### src/rtl/uart_tx_dev.sv
// rtl/uart_tx_dev.sv - memory-mapped 8N1 UART transmitter with TX FIFO and drain interrupt
module uart_tx_dev #(
  parameter int          FIFO_DEPTH = 8,
  parameter logic [15:0] DIV_RESET  = 16'd16
) (
  input  logic        clk,
  input  logic        reset,
  input  logic [31:2] Addr,
  input  logic        WE,
  input  logic [31:0] Din,
  output logic [31:0] Dout,
  output logic        txd,
  output logic        IRQ
);

  localparam int AW = $clog2(FIFO_DEPTH);
  localparam int CW = AW + 1;

  typedef enum logic [1:0] {IDLE, START, DATA, STOP} state_t;

  logic [7:0]    mem [FIFO_DEPTH];
  logic [AW-1:0] wr_ptr, rd_ptr;
  logic [CW-1:0] count;
  logic          overflow;
  logic [1:0]    ctrl;
  logic [15:0]   divisor;
  logic [7:0]    last_byte;
  state_t        state;
  logic [7:0]    shreg;
  logic [15:0]   reload;
  logic [15:0]   baud_cnt;
  logic [2:0]    bit_idx;

  logic [1:0] sel;
  logic       push_req, push, pop, empty, full, bit_end, busy;
  logic [4:0] count_ext;
  logic       unused;

  assign sel       = Addr[3:2];
  assign push_req  = WE && (sel == 2'd0);
  assign empty     = (count == '0);
  assign full      = (count == CW'(FIFO_DEPTH));
  assign busy      = (state != IDLE);
  assign bit_end   = (baud_cnt == reload - 16'd1);
  assign count_ext = 5'(count);
  assign unused    = ^{Addr[31:4], Din[31:16]};

  // A frame may start from IDLE or directly at the end of a stop bit.
  assign pop  = ctrl[0] && !empty && ((state == IDLE) || ((state == STOP) && bit_end));
  assign push = push_req && (!full || pop);

  always_ff @(posedge clk) begin
    if (push) mem[wr_ptr] <= Din[7:0];
  end

  always_ff @(posedge clk or negedge reset) begin
    if (!reset) begin
      wr_ptr    <= '0;
      rd_ptr    <= '0;
      count     <= '0;
      overflow  <= 1'b0;
      ctrl      <= 2'b00;
      divisor   <= DIV_RESET;
      last_byte <= 8'h00;
      state     <= IDLE;
      shreg     <= 8'h00;
      reload    <= DIV_RESET;
      baud_cnt  <= 16'd0;
      bit_idx   <= 3'd0;
      txd       <= 1'b1;
      IRQ       <= 1'b0;
    end else begin
      if (push) begin
        wr_ptr    <= wr_ptr + AW'(1);
        last_byte <= Din[7:0];
      end
      if (pop) rd_ptr <= rd_ptr + AW'(1);
      if (push && !pop)      count <= count + CW'(1);
      else if (pop && !push) count <= count - CW'(1);

      if (push_req && !push)           overflow <= 1'b1;
      else if (WE && (sel == 2'd1))    overflow <= 1'b0;
      if (WE && (sel == 2'd2))         ctrl <= Din[1:0];
      if (WE && (sel == 2'd3))         divisor <= (Din[15:0] == 16'd0) ? 16'd1 : Din[15:0];

      IRQ <= ctrl[1] && empty && (state == IDLE);

      case (state)
        IDLE: txd <= 1'b1;
        START: begin
          if (bit_end) begin
            state    <= DATA;
            baud_cnt <= 16'd0;
            txd      <= shreg[0];
          end else begin
            baud_cnt <= baud_cnt + 16'd1;
          end
        end
        DATA: begin
          if (bit_end) begin
            baud_cnt <= 16'd0;
            if (bit_idx == 3'd7) begin
              state <= STOP;
              txd   <= 1'b1;
            end else begin
              bit_idx <= bit_idx + 3'd1;
              shreg   <= shreg >> 1;
              txd     <= shreg[1];
            end
          end else begin
            baud_cnt <= baud_cnt + 16'd1;
          end
        end
        STOP: begin
          if (bit_end) state <= IDLE;
          else         baud_cnt <= baud_cnt + 16'd1;
        end
        default: state <= IDLE;
      endcase

      // Frame start overrides the per-state updates above.
      if (pop) begin
        state    <= START;
        shreg    <= mem[rd_ptr];
        reload   <= divisor;
        baud_cnt <= 16'd0;
        bit_idx  <= 3'd0;
        txd      <= 1'b0;
      end
    end
  end

  always_comb begin
    Dout = 32'd0;
    case (sel)
      2'd0: Dout = {24'd0, last_byte};
      2'd1: Dout = {23'd0, count_ext, overflow, empty, full, busy};
      2'd2: Dout = {30'd0, ctrl};
      2'd3: Dout = {16'd0, divisor};
      default: Dout = 32'd0;
    endcase
  end

endmodule

### config.mk
export PLATFORM = sky130hd
export DESIGN_NAME = uart_tx_dev
export DESIGN_NICKNAME = d
export VERILOG_FILES = /design/src/rtl/uart_tx_dev.sv
export SDC_FILE = /design/constraint.sdc
export NUM_CORES = 1
export LEC_CHECK = 0
export ABC_AREA = 1
export ABC_CLOCK_PERIOD_IN_PS = 4800
export BUFFER_PORTS_ARGS = -buffer_cell sky130_fd_sc_hd__buf_4
export CAP_MARGIN = 20
export CELL_PAD_IN_SITES_DETAIL_PLACEMENT = 0
export CELL_PAD_IN_SITES_GLOBAL_PLACEMENT = 1
export CORE_ASPECT_RATIO = 1.4
export CORE_MARGIN = 2
export CORE_UTILIZATION = 46
export CTS_BUF_LIST = sky130_fd_sc_hd__clkbuf_8
export DETAILED_ROUTE_END_ITERATION = 8
export GPL_TIMING_DRIVEN = 0
export PLACE_DENSITY = 0.85
export SLEW_MARGIN = 20
export SYNTH_ARGS = -nofsm -noshare
export SYNTH_HDL_FRONTEND = slang
export SYNTH_SLANG_ARGS = --single-unit
### constraint.sdc
create_clock -name clk -period 4.8 [get_ports clk]
set_clock_uncertainty 0.1 [all_clocks]
set_input_delay 0.96 -clock clk [delete_from_list [all_inputs] [get_ports clk]]
set_output_delay 0.96 -clock clk [all_outputs]
set_load 0.02 [all_outputs]
* After elaboration in Yosys (flattened, before gate mapping) *
Memories as Yosys holds them, arrays and structs flattened.
Index checks and enable logic that the tools add are counted.

word-level totals
  register bits after elaboration = 84
  output and inout port bits = 34
  memories kept = 1
  word-level logic and storage cells = 104
  input port bits = 65
  bits in writable memories = 64

cells by class
  eq/ne operators = 15
  multiplexer cells = 31
  reductions and logical operators = 36
  $add $sub $neg = 7

memory list
  name  words  bits a word  read ports  clocked after memory_dff  write ports  RTL line  RTL
  mem   8      8            1           0                         1            21        logic [7:0] mem [FIFO_DEPTH];

operators by type and width
  cell                                                                   number
  32-bit one-hot mux with 4 select lines                                 1
  16-bit two-way mux                                                     4
  8-bit two-way mux                                                      4
  16-bit one-hot mux with 2 select lines                                 1
  16-bit by 1-bit adder with 16-bit output, second input constant        1
  16-bit equality test                                                   1
  16-bit logical NOT                                                     1
  16-bit by 1-bit subtractor with 16-bit output, second input constant   1
  3-bit inequality test, second input constant                           5
  1-bit logical AND                                                      13
  3-bit two-way mux                                                      4
  2-bit two-way mux                                                      5
  2-bit nonzero test                                                     5
  3-bit by 1-bit adder with 3-bit output, second input constant          3
  2-bit equality test, second input constant                             4
  1-bit two-way mux                                                      8
  4-bit two-way mux                                                      2
  4-bit nonzero test                                                     2
  2-bit one-hot mux with 3 select lines                                  1
  3-bit AND reduction                                                    2
  5-bit AND reduction                                                    1
  4-bit by 1-bit adder with 4-bit output, second input constant          1
  2-bit by 1-bit equality test with 1-bit output, second input constant  2
  4-bit equality test, second input constant                             1
  other kinds (11)                                                       16

* Logic depth before layout (Yosys ltp) *
Gate-level depths: netlist (run 1).

  depth after elaboration = 11
  mapped depth = 27
  gate-level depth less buffers = 26

* Worst setup path before layout (run 1) *
Ideal clock, no wire load.

  kind = register -> register
  start = register reload[0]
  end = register count[3]
  data required time = 4.575 ns
  stages on the path, launching flop included = 27
  path slack = 1.451 ns
  setup time = 0.125 ns
  period minus slack after synthesis = 3.349 ns
  data arrival time = 3.124 ns
  path buffers = 1
  cells stage by stage = dfrtp_1 -> inv_1 -> ha_1 -> nand3_4 -> nor2_4 -> nand2_1 -> nand2_1 -> inv_2 -> nor2_2 -> nand2_1 -> nor2_2 -> nand3_1 -> nand2_2 -> nand2_4 -> nand2_4 -> nand2_2 -> buf_6 -> inv_1 -> ha_1 -> inv_1 -> ha_1 -> a21o_1 -> a21oi_1 -> nand2_1 -> nand2_1 -> nor2_1 -> xor2_1

on the way
  longest elaborated chain between the ends = 10
  elaborated cells on any way between the ends = 13
  classes of those cells = 1 x add/sub; 1 x eq/ne; 1 x mux; 10 x reduce/logical

ends and longest elaborated chain
  element                                          RTL line  RTL
  start: declaration                               30        logic [15:0] reload;
  start signal: assignment                         125       reload <= divisor;
  16-bit by 1-bit subtractor with 16-bit output *  44        assign bit_end = (baud_cnt == reload - 16'd1);
  16-bit equality test *                           44
  1-bit logical AND *                              49        assign pop = ctrl[0] && !empty && ((state == IDLE) || ((state == STOP) && bit_end));
  1-bit logical OR *                               49
  1-bit logical AND *                              49
  1-bit logical OR *                               50        assign push = push_req && (!full || pop);
  1-bit logical AND *                              50
  via push                                         35        logic push_req, push, pop, empty, full, bit_end, busy;
  1-bit logical NOT                                79        else if (pop && !push) count <= count - CW'(1);
  1-bit logical AND                                79
  2-bit nonzero test (no line)                     n/a
  end signal: assignment                           78        if (push && !pop) count <= count + CW'(1);
  end signal: assignment                           79
  end: declaration                                 23        logic [CW-1:0] count;

The timed path passes the listed nets; every way through them passes the cells marked *.
A chain may end at the register's enable or synchronous reset.

* Final worst setup path (run 1) *
Ends and elaborated chain as after synthesis.

==> metrics.txt, run 1 <==
status finished, final reports clean; type of origin of the critical path flip-flop; drc violations 0; CTS tree done; average size of a mapped cell 8.53 sq um; TritonRoute pass-1 iters 7; Starting Density 46.6%; cells after synthesis 943; Detail Placement HPWL 14300 um; hold crit path type flip-flop to flip-flop; post-DR vias/cell 4.98; share of power burned in registers 37.6%; H-Tree Depth 4; Die Y-Extent 160 um; pin count of the biggest net entering global routing 85; Comb power frac 42.5%; Post-CTS Resized 0; vias in the first global route 6293; postcts setup bufs 0; Synth Cell Area 8040 sq um; largest cells by area after synthesis dfrtp_1 25%, edfxtp_1 24%, nand2_1 11%; initial antenna violation count 0; antenna viol nets, final 0; DP Worst Slack 0.873 ns; Worst Slack Setup Final 0.906 ns; Pwr Density 536 nW/um^2; slowest stage delay, CP 0.43 ns; Primary FF master, synth dfrtp_1; power share of the clock group 19.9%; fin cells 1263; pins over their slew limit 0; final net count 1094; largest area contributor in the netlist dfrtp_1; GP Congestion 0.853; most common cell after layout, fill and taps aside nand2_1; drt wl/cell 15.0 um; Cell Area, Placed 8670 sq um; Post-Layout Inst Area 9090 sq um; die area 18600 sq um; global-route wire length before repair 31700 um; Arr. time, crit path 4.12 ns; sequential-to-total area share from yosys stat 50.1%; clk sink count 148; Worst Path Required 5.03 ns; Switching Fraction 44.4%; 1st-iter DRT viols 318; cell count after placement 1231; EDFF count, synth 64; most frequent cells in the layout 239 x nand2_1, 98 x nand3_1, 93 x nor2_1; GRT Total Usage 21.9%; Fmax 0.257 GHz; Max VDD drop 0.301 mV; Slew @ Worst Pin 0.843 ns; area delta synth->final 13.1%; Sw Pwr 0.00216 W; worst reg-to-reg setup slack 0.91 ns; total CTS buffers 17; Clock Tree Root clkbuf_8; Die X 116 um; GRT overflow 0; FF+latch count, synth 148; row cnt 57; final hold viol count 0; period utilisation layout 81.1%; Longest Clk Path Bufs 2; RSZ-0062 raised after global routing no; CP max-delay cell dfrtp_1; Yosys top cell area share 25.2%; Setup TNS Final 0 ns; core area 17300 sq um; Yosys cell types 46; Ys Warns 0; Ant. Diodes 0; share of cells above drive strength 1 14.5%; Hold-fix buffers, CTS 0; async set or reset register ratio after synthesis 56.8%; LEAKAGE 4.14 nW; setup violators final 0; critical setup path kind flip-flop to flip-flop; PortBufs 37; Crit. End Element flip-flop; CP dominant cell by count nand2_1; routed wire length 19000 um; slew margin rel. 43.6%; via count 6289; worst-path fanout max 10; post-layout min period 3.89 ns; Int Pwr 0.00271 W; max-cap violations 0; Clock Latency Late Sink 0.45 ns; Ports 99; Reg clk slew, reported paths 0.09 ns
-- per-layer routing --
| metal | global-route usage (%) | wire length, um |
|---|---|---|
| met1 | 26.9 | 7930 |
| met2 | 39.1 | 9990 |
| met5 | 0 | 0 |
| met4 | 6.39 | 367 |
| met3 | 3.70 | 670 |
-- Yosys cell counts (14+ instances only) --
master / count
dfrtp_1: 81
o21ai_2: 16
nand3_1: 98
xor2_1: 19
clkbuf_1: 17
a21oi_1: 28
buf_4: 19
edfxtp_1: 64
o21ai_0: 58
nor2_1: 93
nand2_1: 239
ha_1: 14
inv_1: 88
-- cell families after synthesis --
| logic type | Yosys count | synth area share [%] |
|---|---|---|
| compound gates | 129 | 9.82 |
| xor+xnor | 29 | 3.16 |
| fa+ha+maj | 15 | 2.43 |
| buf+inv | 146 | 8.79 |
| flops | 148 | 50.1 |
| other cells | 1 | 0.0466 |
| simple gates | 475 | 25.7 |
-- final cells by class --
type                       count  area, sq um
inverter                      94          353
tap                          236          295
timing repair buffer          37          282
clock buffer                  17          234
fill                        1695         8170
clock inverter                15          183
multi-input combinational    664         3360
buffer                        52          354
sequential                   148         4030
-- worst paths after layout --
check / to / startpoint / cells after the start
setup reg to reg: count[3]$_DFFE_PN0P_ / reload[0]$_DFFE_PN0N_ / 26
min in group asynchronous: reload[15]$_DFFE_PN0N_ / reset / 1
max in group asynchronous: rd_ptr[0]$_DFFE_PN0N_ / reset / 1
hold / removal: last_byte[0]$_DFFE_PN0P_ / last_byte[0]$_DFFE_PN0P_ / 2
setup / recovery: count[3]$_DFFE_PN0P_ / reload[0]$_DFFE_PN0N_ / 26
hold reg to reg: last_byte[0]$_DFFE_PN0P_ / last_byte[0]$_DFFE_PN0P_ / 2
-- through the flow --
stage	utilization (%)	total power [W]	hold slack, ns
CTS	52.7	0.00491	0.381
floorplan	-	0.00336	0.342
detailed placement	50.2	0.00394	0.359
finish	52.7	0.00487	0.377
global placement	50.2	0.00390	0.353
global route	52.7	0.00529	0.410
-- power groups by stage --
stage	combinational [W]	sequential, W	clock [W]
global placement	0.00205	0.00185	0
detailed placement	0.00208	0.00186	0
finish	0.00207	0.00183	0.000970
floorplan	0.00158	0.00178	0
CTS	0.00209	0.00183	0.000990
global route	0.00237	0.00187	0.00104
-- critical path: cells and delay by family (launching register included) --
kind,cells,cell delay [ns]
simple gates,15,1.51
fa+ha+maj,3,0.71
buf+inv,5,0.57
flops,1,0.43
compound gates,2,0.32
xor+xnor,1,0.13
-- sequential cells by signal, summed over array words and instances, names as in the netlist --
| name | flops |
|---|---|
| ctrl | 2 |
| last_byte | 8 |
| shreg | 8 |
| state | 2 |
| count | 4 |
| mem | 64 |
| reload | 16 |
| bit_idx | 3 |
| divisor | 16 |
| wr_ptr | 3 |
| txd | 1 |
| rd_ptr | 3 |
| IRQ | 1 |
| overflow | 1 |
| baud_cnt | 16 |
Power figures use the tool's default switching activity.
==> run 2: changes to the inputs <==
- ABC_CLOCK_PERIOD_IN_PS: 4800 -> 3200
- CORE_UTILIZATION: 46 -> 41
- PLACE_DENSITY: 0.85 -> 0.8
- clock period: 4.8 -> 3.2 ns (I/O delays scaled with it)
==> metrics.txt, run 2 (synthesized netlist as in run 1, its figures left out) <==
drc violations 0; initial antenna violation count 0; post-layout min period 3.20 ns; PortBufs 37; Die X 122 um; Starting Density 41.8%; Clock Latency Late Sink 0.47 ns; Pwr Density 813 nW/um^2; CP max-delay cell dfrtp_2; setup violators final 1; most frequent cells in the layout 234 x nand2_1, 94 x nand3_1, 84 x inv_1; CTS tree done; Crit. End Element flip-flop; Arr. time, crit path 3.45 ns; most common cell after layout, fill and taps aside nand2_1; clk sink count 148; TritonRoute pass-1 iters 5; final hold viol count 0; Worst Path Required 3.44 ns; Detail Placement HPWL 14400 um; die area 20800 sq um; slew margin rel. 48.0%; slowest stage delay, CP 0.46 ns; share of cells above drive strength 1 19.0%; Ports 99; RSZ-0062 raised after global routing yes; Ant. Diodes 0; Layout fillers 1929; H-Tree Depth 4; Total Power 0.00767 W; worst-path fanout max 5; period utilisation layout 100%; Cell Area, Placed 8700 sq um; Reg clk slew, reported paths 0.10 ns; Max VDD drop 0.461 mV; pin count of the biggest net entering global routing 85; Bufs and invs on worst path 3; 1st-iter DRT viols 278; DP Worst Slack -0.542 ns; CP top delay family simple AND/OR/NAND/NOR gates; drt wl/cell 15.2 um; Slew @ Worst Pin 0.780 ns; CP Depth 25; pins over their slew limit 0; total CTS buffers 17; Longest Clk Path Bufs 2; Worst Slack Setup Final -0.00352 ns; LEAKAGE 4.23 nW; critical setup path kind flip-flop to flip-flop; area delta synth->final 17.3%; Top reg by flops mem; routed wire length 19600 um; Clock Tree Root clkbuf_8; status finished, violations left; global-route wire length before repair 32200 um; row cnt 60; type of origin of the critical path flip-flop; core area 19200 sq um; CP dominant cell by count nand2_1; Fmax 0.312 GHz; post-layout util 49.1%; via count 6434; Die Y-Extent 170 um; hold crit path type input port to async pin; post-DR vias/cell 4.98; vias in the first global route 6343; antenna viol nets, final 0; max-cap violations 0; max FFs per register 64; final net count 1110; Hold-fix buffers, CTS 0; Reg2Reg Depth 25; GRT Total Usage 19.9%; GP Congestion 0.861; Post-Layout Inst Area 9430 sq um; GRT overflow 0; violations in the final reports setup timing
-- run 2: where the power goes --
group / switching (W) / internal, W / total (W)
clock network: 0.000881 / 0.000610 / 0.00149
logic: 0.00212 / 0.00127 / 0.00340
registers: 0.000419 / 0.00236 / 0.00278
-- run 2: worst paths after layout --
path / slack, ns / from / end
max: -0.004 / reload[1]$_DFFE_PN0N_ / count[3]$_DFFE_PN0P_
min: 0.11 / reset / divisor[12]$_DFFE_PN0P_
max reg2reg: -0.004 / reload[1]$_DFFE_PN0N_ / count[3]$_DFFE_PN0P_
min reg2reg: 0.38 / last_byte[4]$_DFFE_PN0P_ / last_byte[4]$_DFFE_PN0P_
max in group asynchronous: 2.30 / reset / reload[1]$_DFFE_PN0N_
min in group clk: 0.30 / Din[14] / divisor[14]$_DFFE_PN0P_
-- run 2: cell type report --
type                       count  area [sq um]  share of cell area, %
sequential                   148          4030                   42.7
clock buffer                  17           234                   2.48
timing repair buffer          55           429                   4.55
buffer                        50           340                   3.61
multi-input combinational    664          3540                   37.5
tap                          248           310                   3.29
clock inverter                15           186                   1.98
inverter                      94           358                   3.79
-- run 2: repair_timing --
item | in CTS | in global routing
buffers inserted | 8 | 10
gates resized for setup | 24 | 25
setup endpoints to repair | 67 | 67
pin swaps | 5 | 19
hold endpoints to repair | 0 | 0
-- run 2: metrics by stage --
stage	hold slack, ns	setup TNS [ns]	instances
after global placement	0.353	-9.46	1243
after global routing	0.164	-0.329	1291
after CTS	0.283	-0.142	1281
after detailed placement	0.358	-10.46	1243
after floorplan	0.244	0	958
final	0.106	-0.00352	1291
-- run 2: per-layer routing --
metal	vias to the layer above	track usage (%)	wire length (um)
li1	3256	-	-
met1	3039	23.8	8240
met2	113	36.4	10400
met3	26	2.76	541
met4	0	6.65	391
met5	-	0	0
